[src/rtl/program_loader.sv]
// program_loader: receives a length-prefixed, checksummed byte stream,
// assembles big-endian 32-bit words and writes them into instruction memory.
// The processor core is released from reset only after a good checksum.
//
// Ports
//   clk          clock, rising edge
//   resetn       synchronous active-low reset
//   start        one-cycle pulse that begins a load (IDLE or ERROR only)
//   in_valid     in_data carries a byte
//   in_data[7:0] byte stream: N, N*4 payload bytes (MSB first), XOR checksum
//   in_ready     a byte is accepted this cycle when in_valid is also high
//   imem_we      instruction-memory write strobe (one cycle per word)
//   imem_addr    word address, valid while imem_we=1
//   imem_wdata   assembled word, valid while imem_we=1
//   core_resetn  core reset, high = released (RUN only)
//   done         load completed with a matching checksum
//   error        load failed (bad length or checksum)
//   word_count   words written in the current load (0..16)
//
// state   | meaning
// IDLE    | waiting for start after reset
// LEN     | accepting the length byte N
// DATA    | accepting payload bytes of the current word
// WRITE   | one-cycle instruction-memory write of the assembled word
// CSUM    | accepting and comparing the checksum byte
// RUN     | load good, core released; held until resetn
// ERROR   | load failed; start retries
module program_loader (
   input  logic        clk,
   input  logic        resetn,
   input  logic        start,
   input  logic        in_valid,
   input  logic [7:0]  in_data,
   output logic        in_ready,
   output logic        imem_we,
   output logic [3:0]  imem_addr,
   output logic [31:0] imem_wdata,
   output logic        core_resetn,
   output logic        done,
   output logic        error,
   output logic [4:0]  word_count
);

   typedef enum logic [2:0] {
      S_IDLE, S_LEN, S_DATA, S_WRITE, S_CSUM, S_RUN, S_ERROR
   } state_t;

   state_t      state, state_nxt;
   logic [4:0]  len_q, len_nxt;
   logic [3:0]  idx_q, idx_nxt;
   logic [1:0]  bcnt_q, bcnt_nxt;
   logic [7:0]  acc_q, acc_nxt;
   logic [31:0] word_q, word_nxt;
   logic [4:0]  wcnt_q, wcnt_nxt;
   logic        hs;

   always_ff @(posedge clk) begin
      if (!resetn) begin
         state  <= S_IDLE;
         len_q  <= '0;
         idx_q  <= '0;
         bcnt_q <= '0;
         acc_q  <= '0;
         word_q <= '0;
         wcnt_q <= '0;
      end else begin
         state  <= state_nxt;
         len_q  <= len_nxt;
         idx_q  <= idx_nxt;
         bcnt_q <= bcnt_nxt;
         acc_q  <= acc_nxt;
         word_q <= word_nxt;
         wcnt_q <= wcnt_nxt;
      end
   end

   // All outputs decode from registered state only; in_ready never sees in_valid.
   assign in_ready    = (state == S_LEN) || (state == S_DATA) || (state == S_CSUM);
   assign imem_we     = (state == S_WRITE);
   assign imem_addr   = idx_q;
   assign imem_wdata  = word_q;
   assign core_resetn = (state == S_RUN);
   assign done        = (state == S_RUN);
   assign error       = (state == S_ERROR);
   assign word_count  = wcnt_q;
   assign hs          = in_valid && in_ready;

   always_comb begin
      state_nxt = state;
      len_nxt   = len_q;
      idx_nxt   = idx_q;
      bcnt_nxt  = bcnt_q;
      acc_nxt   = acc_q;
      word_nxt  = word_q;
      wcnt_nxt  = wcnt_q;

      case (state)
         S_IDLE, S_ERROR: begin
            if (start) begin
               state_nxt = S_LEN;
               len_nxt   = '0;
               idx_nxt   = '0;
               bcnt_nxt  = '0;
               acc_nxt   = '0;
               word_nxt  = '0;
               wcnt_nxt  = '0;
            end
         end
         S_LEN: begin
            if (hs) begin
               if ((in_data == 8'd0) || (in_data > 8'd16)) begin
                  state_nxt = S_ERROR;
               end else begin
                  len_nxt   = in_data[4:0];
                  state_nxt = S_DATA;
               end
            end
         end
         S_DATA: begin
            if (hs) begin
               word_nxt = {word_q[23:0], in_data};
               acc_nxt  = acc_q ^ in_data;
               bcnt_nxt = bcnt_q + 2'd1;
               if (bcnt_q == 2'd3) begin
                  state_nxt = S_WRITE;
               end
            end
         end
         S_WRITE: begin
            wcnt_nxt = wcnt_q + 5'd1;
            idx_nxt  = idx_q + 4'd1;
            // len_q is at least 1 here, so len_q-1 fits in the index range.
            if ({1'b0, idx_q} == (len_q - 5'd1)) begin
               state_nxt = S_CSUM;
            end else begin
               state_nxt = S_DATA;
            end
         end
         S_CSUM: begin
            if (hs) begin
               state_nxt = (in_data == acc_q) ? S_RUN : S_ERROR;
            end
         end
         S_RUN: begin
            state_nxt = S_RUN;
         end
         default: begin
            state_nxt = S_IDLE;
         end
      endcase
   end

endmodule

[config.mk]
export PLATFORM = sky130hd
export DESIGN_NAME = program_loader
export DESIGN_NICKNAME = d
export VERILOG_FILES = /design/src/rtl/program_loader.sv
export SDC_FILE = /design/constraint.sdc
export NUM_CORES = 1
export LEC_CHECK = 0
export CORE_ASPECT_RATIO = 2
export CORE_MARGIN = 4
export CORE_UTILIZATION = 55
export CTS_CLUSTER_DIAMETER = 120
export CTS_CLUSTER_SIZE = 40
export DETAILED_ROUTE_END_ITERATION = 6
export PLACE_DENSITY = 0.85
export SETUP_SLACK_MARGIN = 0.5
export SLEW_MARGIN = 0
export SYNTH_ARGS = -nofsm -noshare
export SYNTH_HDL_FRONTEND = slang
export SYNTH_SLANG_ARGS = --single-unit
[constraint.sdc]
create_clock -name clk -period 5 [get_ports clk]
set_clock_uncertainty 0.15 [all_clocks]
set_input_delay 0.75 -clock clk [delete_from_list [all_inputs] [get_ports clk]]
set_output_delay 0.75 -clock clk [all_outputs]
set_load 0.02 [all_outputs]
---- Word level (Yosys, flattened, before mapping) ----
Index checks and enable logic that the tools add are counted.
word-level totals
  logic and storage cells ................. 67
  output and inout port bits .............. 46
  bits of input ports ..................... 12
  register bits ........................... 59
cells by class
  reductions and logical operators ........ 14
  multiplexer cells ....................... 25
  bitwise logic cells ..................... 1
  eq/ne operators ......................... 15
  add/sub/neg operators ................... 4
  $lt $le $gt $ge ......................... 1
operators with widths
  operator                                                              number
  32-bit two-way mux                                                    2
  32-bit one-hot mux with 2 select lines                                1
  3-bit two-way mux                                                     7
  5-bit one-hot mux with 2 select lines                                 2
  3-bit one-hot mux with 6 select lines                                 1
  8-bit two-way mux                                                     2
  8-bit one-hot mux with 2 select lines                                 1
  5-bit two-way mux                                                     3
  2-bit inequality test, second input constant                          5
  3-bit == test, second input constant                                  3
  8-bit == test                                                         1
  8-bit by 5-bit > comparator with 1-bit output, second input constant  1
  8-bit logical NOT                                                     1
  4-bit one-hot mux with 2 select lines                                 1
  8-bit XOR                                                             1
  3-bit by 2-bit == test with 1-bit output, second input constant       2
  2-bit two-way mux                                                     3
  2-bit nonzero test                                                    3
  5-bit by 1-bit adder with 5-bit output, second input constant         1
  4-bit by 5-bit == test with 1-bit output                              1
  5-bit AND reduction                                                   1
  5-bit by 1-bit subtractor with 5-bit output, second input constant    1
  4-bit by 1-bit adder with 4-bit output, second input constant         1
  4-bit two-way mux                                                     1
  12 further kinds                                                      14

---- Logic depth before layout (Yosys ltp) ----
  depth in word-level cells ............... 6
  mapped depth ............................ 7
  gate-level depth less buffers ........... 7

---- Worst setup path before layout ----
Ideal clock, no wire load.
  path type ............................... register -> output
  from .................................... register state[2]
  to ...................................... output port in_ready
  data arrival time ....................... 1263 ps
  buffers on the path ..................... 2
  stages on the path, launching flop included .. 5
  slack ................................... 2837 ps
  data required time ...................... 4100 ps
  path through ............................ dfxtp_1 -> buf_2 -> nand2b_1 -> clkbuf_1 -> o21ai_0
between the ends
  word-level cells in the longest chain between the ends .. 3
  elaborated cells on any way between the ends .. 5
  those cells by class .................... 3 x eq/ne; 2 x reduce/logical
RTL lines
  what                                                                                                         RTL line  text
  start, declared                                                                                              48        state_t state, state_nxt;
  start signal, assigned                                                                                       67        state <= state_nxt;
  3-bit by 1-bit == test with 1-bit output / 3-bit by 2-bit == test with 1-bit output (equally long branches)  78        assign in_ready = (state == S_LEN) || (state == S_DATA) || (state == S_CSUM);
  1-bit logical OR                                                                                             78
  1-bit logical OR *                                                                                           78
  end, declared                                                                                                34        output logic in_ready,
Every way passes the cells marked *; elsewhere a longest branch is shown, timed or not.

---- Worst setup path after layout ----
  from .................................... register state[0]
  to ...................................... output port imem_we
between the ends
  word-level cells in the longest chain between the ends .. 1
RTL lines
  what                                      RTL line  text
  3-bit by 2-bit == test with 1-bit output  79        assign imem_we = (state == S_WRITE);
  end, declared                             35        output logic imem_we,
Every way passes these cells.

==> impl_metrics.env <==
export IMPL_cts_made_buffers=9
export IMPL_rr_worst_depth=5
export IMPL_wl_per_cell_um=15.9
export IMPL_grt_pass1_wl_um=12000
export IMPL_period_share_pct=66.7
export IMPL_final_area_um2=3610
export IMPL_start_util_pct=57.8
export IMPL_synth_seq_cells=59
export IMPL_io_buffers=57
export IMPL_status="finished, final reports clean"
export IMPL_synth_compound_gate_area_share_pct=21.9
export IMPL_layout_common_cells="59 x dfxtp_1, 57 x clkdlybuf4s50_1, 46 x nand2_1, 43 x nand3_1, 30 x a21boi_1"
export IMPL_cts_sinks=59
export IMPL_drtPass1Iterations=4
export IMPL_cp_data_required_time_ns=4.10
export IMPL_die_height_um=110
export IMPL_max_freq_mhz=300
export IMPL_syn_inst=338
export IMPL_worstSetupPathType="reg2out"
export IMPL_viasPerCell=5.88
export IMPL_io_pins=58
export IMPL_clk_path_buf_depth=2
export IMPL_first_global_vias=2611
export IMPL_crit_fanout=12
export IMPL_p_leak_nw=1.25
export IMPL_finalPower_mw=1.42
export IMPL_setup_viol=0
export IMPL_antenna_found_initial=0
export IMPL_num_antenna_cells=0
export IMPL_async_reset_ff_share_pct=0
export IMPL_relSlewSlack_pct=58.1
export IMPL_holdPathStages=2
export IMPL_rsz0062_at_grt="no"
export IMPL_drv_cap=0
export IMPL_hold_viol=0
export IMPL_tightestPinTransition_ns=0.612
export IMPL_cp_data_arrival_time_ns=2.43
export IMPL_post_place_cells=432
export IMPL_synth_area_um2=2860
export IMPL_drv_slew=0
export IMPL_num_fill_cells=397
export IMPL_hpwl_um=4910
export IMPL_drive_gt1_share_pct=5.90
export IMPL_area_growth_pct=26.1
export IMPL_synthXorXnorAreaFrac_pct=4.90
export IMPL_path_delay_family="buffers and inverters"
export IMPL_finish_net_count=402
export IMPL_syn_avg_cell_area_um2=8.47
export IMPL_cts_resized=0
export IMPL_yosysUniqueCellTypes=41
export IMPL_critPathLaunchType="register"
export IMPL_num_rows=36
export IMPL_p_per_area_nw_per_um2=392
export IMPL_min_path_type="reg2reg"
export IMPL_wirelength_um=7110
export IMPL_ctsHoldBuffers=0
export IMPL_core_area_um2=4950
export IMPL_track_usage_pct=24.3
export IMPL_synth_edff_count=0
export IMPL_synthFlopType="dfxtp_1"
export IMPL_place_area_um2=3420
export IMPL_end_kind="output port"
export IMPL_critPathSlowestCell="dfxtp_1"
export IMPL_fin_setup_tns_ns=0
export IMPL_tritoncts="built"
export IMPL_final_common_cell="dfxtp_1"
export IMPL_vias=2627
export IMPL_grt_start_max_net_pins=56
export IMPL_synth_top_family_by_area="simple AND/OR/NAND/NOR gates"
export IMPL_min_period_ns=3.33
export IMPL_ant_nets=0
export IMPL_yosys_area_share_simple_pct=25.0
export IMPL_gp_congestion=0.874
export IMPL_die_w_um=59.0
export IMPL_synth_seq_area_share_pct=41.3
export IMPL_h_tree_depth=3
export IMPL_worstSkewPairLatency_ns=0.34
export IMPL_cp_depth=4
export IMPL_crit_chain="nor2b_1 -> nand2_1 -> inv_2 -> clkdlybuf4s50_1"
export IMPL_ys_warnings_count=0
export IMPL_synth_mux_area_share_pct=0.350
export IMPL_crit_buf_inv=2
export IMPL_pre_cts_ws_ns=2.05
export IMPL_synth_fp_nets=354
export IMPL_clk_pin_slew_ns=0.06
export IMPL_max_stage_delay_ns=0.64
export IMPL_drt_iter0_drc=160
export IMPL_cts_setup_buffers=0
export IMPL_drc=0
export IMPL_stdcell_count=447
export IMPL_ir_drop_uv=360
export IMPL_synthAdderAreaFrac_pct=1.75
export IMPL_die_area_um2=6490
export IMPL_fin_ws_ns=1.67
export IMPL_clockRootBuffer="clkbuf_8"
export IMPL_grt_ovfl_total=0
## final cells by class
cell class | count | area (µm²) | area share, %
sequential | 59 | 1180 | 32.7
inverter | 5 | 18.8 | 0.520
clock inverter | 2 | 35.0 | 0.971
clock buffer | 13 | 159 | 4.40
tap | 57 | 71.3 | 1.98
multi-input combinational | 250 | 1540 | 42.8
timing repair buffer | 61 | 601 | 16.6
## routing by layer
layer,wire length (µm),track usage [%]
met5,0,0
met2,3690,40.9
met1,2730,26.4
met4,297,13.0
met3,394,7.69
## Yosys cell counts, types with 4 or more instances
master,n,area [µm²]
dfxtp_1,59,1180
o21ai_0,16,80.1
nor2b_1,7,43.8
a22o_1,5,43.8
nand2b_1,4,25.0
inv_1,4,15.0
nand2_1,46,173
nand3b_1,9,67.6
a31oi_1,4,25.0
xor2_1,11,96.3
buf_4,5,37.5
a21boi_0,14,105
nor2_1,21,78.8
nand3_1,43,215
ha_1,4,50.1
nor3_1,4,20.0
buf_2,10,50.1
a21boi_1,30,225
clkbuf_1,9,33.8
xnor2_1,5,43.8
## power breakdown
part	leakage, nW	internal [mW]	total, mW	switching, mW
Sequential	0.476	0.491	0.543	0.0518
Clock	0.0995	0.254	0.434	0.180
Combinational	0.672	0.144	0.438	0.295
Total	1.25	0.889	1.42	0.526
## through the flow
| step | utilization (%) | hold WS [ns] |
|---|---|---|
| floorplan | - | 0.284 |
| global placement | 68.9 | 0.286 |
| detailed placement | 68.9 | 0.293 |
| CTS | 72.9 | 0.301 |
| global route | 72.9 | 0.337 |
| finish | 72.9 | 0.298 |
## kinds of logic (layout without fill, tap and decap cells)
logic type      after synthesis  in the layout
simple gates                145            145
compound gates               84             84
flops                        59             59
buf+inv                      29             81
xor+xnor                     16             16
fa+ha+maj                     4              4
mux                           1              1
## worst paths after layout
path / start / endpoint / slack, ns
hold reg to reg: imem_wdata[24] / imem_wdata[24] / 0.30
setup reg to reg: state[2] / imem_wdata[17] / 2.70
setup / recovery: state[0] / imem_we / 1.67
hold / removal: imem_wdata[24] / imem_wdata[24] / 0.30
## flip-flops by register name, summed over array words and instances, names as in the netlist
register,cells
imem_wdata,32
len_q,5
word_count,5
bcnt_q,2
imem_addr,4
state,3
acc_q,8
## worst reg2reg max path: stages (launching register included)
cell	delay (ns)
dfxtp_1	0.69
nand2_1	0.32
a311oi_4	0.35
buf_4	0.37
nand3_1	0.15
a21boi_1	0.19
Power figures use the tool's default switching activity.
==> edit, RTL diff (config.mk and constraints unchanged) <==
Re-encode `state_t` (7 states) as one-hot, 7 bits wide.
--- a/src/rtl/program_loader.sv
+++ b/src/rtl/program_loader.sv
@@ -42,6 +42,6 @@
 );
 
-   typedef enum logic [2:0] {
-      S_IDLE, S_LEN, S_DATA, S_WRITE, S_CSUM, S_RUN, S_ERROR
+   typedef enum logic [6:0] {
+      S_IDLE = 7'b0000001, S_LEN = 7'b0000010, S_DATA = 7'b0000100, S_WRITE = 7'b0001000, S_CSUM = 7'b0010000, S_RUN = 7'b0100000, S_ERROR = 7'b1000000
    } state_t;
 
Function: same outputs for any inputs over 10 cycles, from zero or initial values and one cycle with resetn low; not proved beyond that.
==> edit against the unedited design <==
- synthesized area up 3.7%
- sequential share of layout area increased by 1.7 points
- cell area up 1.5%
- critical path depth fell by 1
- sequential cell count is 4 higher
- worst setup slack lost 0.21 ns
- wire length is 5.7% higher
Power is not compared: it rests on default switching activity, and its combinational part moved more than twofold at a synthesized area within 25%.
==> edit: results (changes against the unedited design) <==
| Metric | Value |
|---|---|
| Worst-margin pin slew | `1.13 ns (was 0.612 ns)` |
| CTS Sinks | `63 (was 59)` |
| First-pass GRT wire length | `12600 microns (was 12000 microns)` |
| Distinct cells, synth | `43 (was 41)` |
| Seq/Total Area, Yosys | `42.5% (was 41.3%)` |
| Largest net degree at the start of global routing | `43 (was 56)` |
| DPL Wire Length | `5320 microns (was 4910 microns)` |
| Crit path DAT | `2.64 ns (was 2.43 ns)` |
| Slowest Stage Delay on Critical Path | `0.72 ns (was 0.64 ns)` |
| Share of cells above drive strength 1 | `5.90% (about the same)` |
| R2r worst-path depth | `5 (unchanged)` |
| Syn Inst Count | `356 (was 338)` |
| Synth area leaders | `dfxtp_1 42%, a21oi_1 7.8%, nand2_1 6.6% (was dfxtp_1 41%, a21boi_1 7.9%, nand3_1 7.5%)` |
| Gpl congestion | `0.870 (was 0.874)` |
| Grt met3 use | `6.03% (was 7.69%)` |
| Met1 Routed Length | `2770 microns (was 2730 microns)` |
| Peak VDD IR | `0.000280 V` |
| Placed cells | `449 (was 432)` |
| Via density | `5.86 (was 5.88)` |
| Status | `completed (unchanged)` |
| Vias in the first global route | `2780 (was 2611)` |
| WL met3 | `357 microns (was 394 microns)` |
| Syn nets | `372 (was 354)` |
| Final wirelength | `7520 microns (was 7110 microns)` |
| Met2 wire len | `4050 microns (was 3690 microns)` |
| Met2 GRT Util | `41.6% (was 40.9%)` |
| Layout net count | `418 (was 402)` |
| Top delay family on crit path | `simple AND/OR/NAND/NOR gates (was buffers and inverters)` |
| Final std cells w/o fill | `465 (was 447)` |
| Gr usage total | `24.4% (was 24.3%)` |
| Worst path slowest cell | `clkdlybuf4s50_1 (was dfxtp_1)` |
edit: cell types whose count changed after synthesis, sizes merged, moves of 5 or more:
cell and delta:
xor2 +7, nand3 -5, nand2 +6, nor2b -6, a21boi -44, nor3b +5
a21oi +43, mux2i +7, a22o -5
edit: kinds of logic after synthesis:
family,synth area share [%]
XOR/XNOR,6.49
buffers and inverters,5.56
flip-flops,42.5
adder cells (fa/ha/maj),1.69
multiplexers,2.70
AO/OA/AOI/OAI,14.3
AND/OR/NAND/NOR,26.8
edit: area by class of cell:
type                            instances  area (sq um)
Clock inverter                          3          17.5
Sequential cell                        63          1260
Inverter                                6          22.5
Clock buffer                           13           159
Multi-Input combinational cell        263          1550
Fill cell                             437          1520
Timing Repair Buffer                   59           586
Tap cell                               58          72.6
edit: worst paths after layout:
kind / start / end / slack, ns
max: state[4]$_SDFFE_PN0P_ / imem_we / 1.46
min: imem_wdata[25]$_SDFFE_PN0P_ / imem_wdata[25]$_SDFFE_PN0P_ / 0.31
max reg2reg: state[4]$_SDFFE_PN0P_ / imem_wdata[30]$_SDFFE_PN0P_ / 1.92
min reg2reg: imem_wdata[25]$_SDFFE_PN0P_ / imem_wdata[25]$_SDFFE_PN0P_ / 0.31
edit: metrics by stage:
stage / utilization, % / power, mW / instance area, sq um / setup slack, ns
2_1_floorplan: - / 0.656 / 2970 / 1.98
4_1_cts: 70.7 / 1.08 / 3660 / 1.46
3_5_place_dp: 67.3 / 0.682 / 3490 / 1.53
6_report: 70.7 / 1.08 / 3660 / 1.46
3_3_place_gp: 67.3 / 0.679 / 3490 / 1.58
5_1_grt: 70.7 / 1.12 / 3660 / 1.34
edit: power breakdown:
group	switching, mW	internal [mW]
clock network	0.196	0.206
logic	0.109	0.0485
registers	0.00911	0.507
total	0.314	0.761
